[src/rtl/cmplx_mult_pkg.sv]
// Shared types and constants for the sequential complex multiplier.
package cmplx_mult_pkg;

    localparam int unsigned DATA_W = 8;
    localparam int unsigned OUT_W  = 2 * DATA_W + 1;

    typedef enum logic [2:0] {
        IDLE,
        MUL_RR,
        MUL_II,
        MUL_RI,
        MUL_IR,
        DRAIN,
        DONE
    } cm_state_t;

    typedef logic signed [OUT_W-1:0] cm_acc_t;

    function automatic cm_acc_t sext_prod(input logic signed [2*DATA_W-1:0] p);
        return cm_acc_t'(p);
    endfunction

endpackage

[src/rtl/mult.sv]
// Existing 8x8 signed multiplier, purely combinational.
module mult (
    input  logic signed [7:0]  a_i,
    input  logic signed [7:0]  b_i,
    output logic signed [15:0] p_o
);

    assign p_o = 16'(a_i) * 16'(b_i);

endmodule

[src/rtl/cmplx_mult_seq.sv]
// Sequential complex multiplier: one shared signed multiplier computes the four partial
// products in turn, accumulated into 17-bit real/imaginary results behind valid/ready.
module cmplx_mult_seq
    import cmplx_mult_pkg::*;
#(
    parameter int unsigned DATA_W   = 8,
    parameter int unsigned REG_PROD = 1
) (
    input  logic                     clk,
    input  logic                     rst_n,
    input  logic                     in_valid,
    output logic                     in_ready,
    input  logic signed [DATA_W-1:0] ar,
    input  logic signed [DATA_W-1:0] ai,
    input  logic signed [DATA_W-1:0] br,
    input  logic signed [DATA_W-1:0] bi,
    output logic                     out_valid,
    input  logic                     out_ready,
    output logic signed [2*DATA_W:0] yr,
    output logic signed [2*DATA_W:0] yi,
    output logic                     busy
);

    if (DATA_W != 8) begin : g_bad_width
        $error("cmplx_mult_seq: DATA_W must be 8 to match mult");
    end

    cm_state_t                  state_q;
    logic signed [DATA_W-1:0]   ar_q, ai_q, br_q, bi_q;
    logic signed [DATA_W-1:0]   mul_a, mul_b;
    logic signed [2*DATA_W-1:0] prod;
    logic signed [2*DATA_W-1:0] term_p;
    cm_state_t                  term_st;
    cm_acc_t                    p_ext;
    cm_acc_t                    acc_r_q, acc_i_q, acc_r_d, acc_i_d;
    cm_acc_t                    yr_q, yi_q;
    logic                       in_ready_q, busy_q, out_valid_q;

    // Operand select for the shared multiplier, driven only from the latched copies.
    always_comb begin
        mul_a = ar_q;
        mul_b = br_q;
        case (state_q)
            MUL_II: begin
                mul_a = ai_q;
                mul_b = bi_q;
            end
            MUL_RI: begin
                mul_a = ar_q;
                mul_b = bi_q;
            end
            MUL_IR: begin
                mul_a = ai_q;
                mul_b = br_q;
            end
            default: ;
        endcase
    end

    mult u_mult (
        .a_i (mul_a),
        .b_i (mul_b),
        .p_o (prod)
    );

    // term_st names the partial product that is folded into the accumulators this cycle.
    if (REG_PROD != 0) begin : g_prod_reg
        logic signed [2*DATA_W-1:0] prod_q;
        cm_state_t                  term_q;

        always_ff @(posedge clk or negedge rst_n) begin
            if (!rst_n) begin
                prod_q <= '0;
                term_q <= IDLE;
            end else begin
                prod_q <= prod;
                term_q <= state_q;
            end
        end

        assign term_p  = prod_q;
        assign term_st = term_q;
    end else begin : g_prod_comb
        assign term_p  = prod;
        assign term_st = state_q;
    end

    always_comb begin
        acc_r_d = acc_r_q;
        acc_i_d = acc_i_q;
        p_ext   = sext_prod(term_p);
        case (term_st)
            MUL_RR:  acc_r_d = p_ext;
            MUL_II:  acc_r_d = acc_r_q - p_ext;
            MUL_RI:  acc_i_d = p_ext;
            MUL_IR:  acc_i_d = acc_i_q + p_ext;
            default: ;
        endcase
    end

    always_ff @(posedge clk or negedge rst_n) begin
        if (!rst_n) begin
            state_q     <= IDLE;
            in_ready_q  <= 1'b1;
            busy_q      <= 1'b0;
            out_valid_q <= 1'b0;
            ar_q        <= '0;
            ai_q        <= '0;
            br_q        <= '0;
            bi_q        <= '0;
            acc_r_q     <= '0;
            acc_i_q     <= '0;
            yr_q        <= '0;
            yi_q        <= '0;
        end else begin
            acc_r_q <= acc_r_d;
            acc_i_q <= acc_i_d;
            case (state_q)
                IDLE: begin
                    if (in_valid) begin
                        ar_q       <= ar;
                        ai_q       <= ai;
                        br_q       <= br;
                        bi_q       <= bi;
                        state_q    <= MUL_RR;
                        in_ready_q <= 1'b0;
                        busy_q     <= 1'b1;
                    end
                end
                MUL_RR: state_q <= MUL_II;
                MUL_II: state_q <= MUL_RI;
                MUL_RI: state_q <= MUL_IR;
                MUL_IR: begin
                    if (REG_PROD != 0) begin
                        state_q <= DRAIN;
                    end else begin
                        state_q     <= DONE;
                        out_valid_q <= 1'b1;
                        yr_q        <= acc_r_d;
                        yi_q        <= acc_i_d;
                    end
                end
                DRAIN: begin
                    if (REG_PROD != 0) begin
                        state_q     <= DONE;
                        out_valid_q <= 1'b1;
                        yr_q        <= acc_r_d;
                        yi_q        <= acc_i_d;
                    end else begin
                        state_q     <= IDLE;
                        in_ready_q  <= 1'b1;
                        busy_q      <= 1'b0;
                        out_valid_q <= 1'b0;
                    end
                end
                DONE: begin
                    if (out_ready) begin
                        state_q     <= IDLE;
                        in_ready_q  <= 1'b1;
                        busy_q      <= 1'b0;
                        out_valid_q <= 1'b0;
                    end
                end
                default: begin
                    state_q     <= IDLE;
                    in_ready_q  <= 1'b1;
                    busy_q      <= 1'b0;
                    out_valid_q <= 1'b0;
                end
            endcase
        end
    end

    assign in_ready  = in_ready_q;
    assign busy      = busy_q;
    assign out_valid = out_valid_q;
    assign yr        = yr_q;
    assign yi        = yi_q;

endmodule

[config.mk]
export PLATFORM = sky130hd
export DESIGN_NAME = cmplx_mult_seq
export DESIGN_NICKNAME = d
export VERILOG_FILES = /design/src/rtl/cmplx_mult_pkg.sv /design/src/rtl/mult.sv /design/src/rtl/cmplx_mult_seq.sv
export SDC_FILE = /design/constraint.sdc
export NUM_CORES = 1
export LEC_CHECK = 0
export ABC_CLOCK_PERIOD_IN_PS = 13900
export CAP_MARGIN = 20
export CORE_AREA = 3 3 124 126
export CTS_BUF_LIST = sky130_fd_sc_hd__clkbuf_8 sky130_fd_sc_hd__clkbuf_16
export CTS_CLUSTER_SIZE = 28
export DETAILED_ROUTE_END_ITERATION = 12
export DIE_AREA = 0 0 127 129
export PLACE_DENSITY_LB_ADDON = 0.25
export SYNTH_ARGS = -nofsm -noshare
export SYNTH_HDL_FRONTEND = slang
export SYNTH_SLANG_ARGS = --single-unit
[constraint.sdc]
create_clock -name clk -period 13.9 [get_ports clk]
set_input_delay 1.39 -clock clk [delete_from_list [all_inputs] [get_ports clk]]
set_output_delay 1.39 -clock clk [all_outputs]
set_load 0.02 [all_outputs]
==> run metrics <==
setup slack, reg-to-reg=roughly 7.6 ns; Final Hold Vio Count=0; Data arrival, critical path=between 6 and 7 ns; final setup violating endpoints=0; Mapped Avg Cell Area=10.07 sq um; top_reg_cell synth=dfrtp_1; largest net degree at the start of global routing=81; Yosys cell types=67; Tcrit/Tclk final=0.4530; setup tns final=0 ns; Final ANT Viol Nets=0; Post-Syn Nets=1,057; TritonCTS clock tree=yes; largest cells by area after synthesis=dfrtp_1 34%, fa_1 13%, ha_1 8.8%, mux2_2 7.2%, inv_1 4.3%; CTS max path bufs=2; Worst Path Max Fanout=13; RR Startpoint=state_q[2]$_DFFE_PN0P_; Hold Crit Start=yr[4]$_DFFE_PN0P_; Design Area, Final=10,590 sq um; gr usage total=0.2660; Post-Synthesis Cells=900; total placed instance area=9963 sq um; vias=about 6,900; initial antenna violation count=0; H-tree levels=4; area share of the largest cell type after synthesis=0.3423; Fill cells=1,035; number of global-route vias before repair=7,188; Fmax=between 150 and 200 MHz; Hold Path End=yr[4]$_DFFE_PN0P_; clk slew on worst S/H paths=0.06 ns; Clk Latency, worst-skew pair=between 0.4 and 0.5 ns; register area share after synthesis=0.3452; Initial Util=0.6286; Worst slew margin=0.3416; Crit Path Category=flip-flop to flip-flop; HPWL Detailed=14,990 um; minimum clock period=6.297 ns; Pins Over Slew Limit=0; synthesized flop and latch total=125; Setup Buffers After CTS=0; buffers added on ports=between 70 and 80; total clock sinks=125; outcome=finished clean; Reg-to-Reg End=g_prod_reg.prod_q[15]$_DFF_PN0_; final setup margin=7.603 ns; RSZ-0062 raised after global routing=false; CTS Buf Count=17; core box area=14,420 sq um; Core Rows=44; I/O pin total=73; slew of the pin with the lowest slew margin=0.9875 ns; total gr overflow=0; Layout Nets=about 1,100; Die W=roughly 130 um; hold crit path type=flip-flop to flip-flop; RePlAce Congestion=roughly 0.9; Hold Path Depth=2; CTS resizes=0; kind of start point of the critical path=flip-flop; worst r2r path cells=19; Die Y=129 um; Post-Place Setup Slack=7.450 ns; CP required=14.21 ns; Clock Skew=0.01188 ns; Synth area leader=dfrtp_1; Max-Cap Viols=0; DR pass1 iterations=6; synthesized area=between 9000 and 10,000 sq um; utilization after layout=0.7345; die area=16,380 sq um; layout cells sized above 1=0.1317; Yosys warning count=0; DRC viols=0; async set-reset flop share out of synthesis=1.000; global-route wire length before repair=roughly 34,000 um; via/cell ratio=5.892; Critical Path End Type=flip-flop; Clk Tree Root Cell=clkbuf_16; hold_buf cts=0; Post-synth EDFFs=0; Layout area overhead=16.85%; initial DRC count=approximately 390; # diodes=0; Total Wirelength=20,400 um; wire length per cell=between 15 and 20 um
[per-stage QoR]
stage	hold WS, ns	std cells
after floorplan	0.3641	900
after CTS	0.4838	1170
final	0.4743	1171
after detailed placement	0.4696	1138
after global placement	0.4600	1138
after global routing	0.5029	1171
[worst max-delay path, stage by stage, from the launching register on]
cell and delay [ns]:
dfrtp_1 0.62, xnor2_1 0.13, nor2_1 0.47, buf_4 0.30, mux2i_1 0.58, nor2_1 0.17, fa_1 0.56, inv_1 0.05
fa_1 0.49, fa_1 0.51, fa_1 0.49, inv_1 0.04, ha_1 0.31, nand2_1 0.08, o21ai_1 0.10, nor4_1 0.29
nor3_1 0.12, a2111oi_1 0.53, a21oi_1 0.17, xnor2_1 0.17
[sequential cells by signal, indices dropped and copies added (netlist names)]
name,flops
g_prod_reg.prod_q,16
yi,17
g_prod_reg.term_q,3
bi_q,8
ar_q,8
busy,1
out_valid,1
acc_i_q,17
br_q,8
yr,17
state_q,3
acc_r_q,17
in_ready,1
ai_q,8
[cell usage after synthesis (11+ instances only)]
cell	n
dfrtp_1	124
inv_1	104
nor2_1	95
ha_1	64
mux2_2	58
fa_1	57
nand2_1	56
o21ai_0	39
mux2i_1	27
a21oi_1	26
a22oi_1	25
xnor2_1	23
a31oi_1	14
clkbuf_1	14
nand3_1	11
[placed cells by master (no fill, tap or decap), types with 27 or more instances in the layout]
cell               n
clkdlybuf4s50_1   71
o21ai_0           39
nor2_1            95
inv_1            104
mux2i_1           27
dfrtp_1          124
ha_1              64
mux2_2            58
nand2_1           56
fa_1              57
[final cells by class]
class	instances	area (sq um)	share of cell area
Clock buffer	18	439.2	0.04146
Clock inverter	14	183.9	0.01736
Inverter	105	394.1	0.03720
Multi-Input combinational cell	647	5454	0.5148
Sequential cell	125	3129	0.2954
Tap cell	184	230.2	0.02173
Timing Repair Buffer	78	763.2	0.07204
[worst max path at each step]
stage / startpoint / to / slack (ns) / cells past startpoint
CTS: state_q[2]$_DFFE_PN0P_ / g_prod_reg.prod_q[15]$_DFF_PN0_ / 7.33 / 18
detailed placement: state_q[2]$_DFFE_PN0P_ / g_prod_reg.prod_q[15]$_DFF_PN0_ / 7.45 / 18
global route: state_q[2]$_DFFE_PN0P_ / g_prod_reg.prod_q[15]$_DFF_PN0_ / 7.06 / 19
finish: state_q[2]$_DFFE_PN0P_ / g_prod_reg.prod_q[15]$_DFF_PN0_ / 7.60 / 19
global placement: state_q[2]$_DFFE_PN0P_ / g_prod_reg.prod_q[15]$_DFF_PN0_ / 7.72 / 18
floorplan: state_q[2]$_DFFE_PN0P_ / g_prod_reg.prod_q[15]$_DFF_PN0_ / 8.20 / 20
[metal layers]
layer	vias to the layer above	global-route usage	wire [um]
li1	3235	-	-
met1	3454	0.3059	8300
met2	170	0.4938	10900
met3	40	0.05189	804
met4	0	0.09527	391
met5	-	0	0
[cell families after synthesis]
kind of cell    synth area share
buf+inv                  0.05382
compound gates            0.1325
flops                     0.3452
mux                       0.1031
xor+xnor                 0.03188
simple gates              0.1194
fa+ha+maj                 0.2142
Power is left out: the tool's default activity adds up to more than one toggle a clock period on the data nets, which glitch-free logic cannot reach.
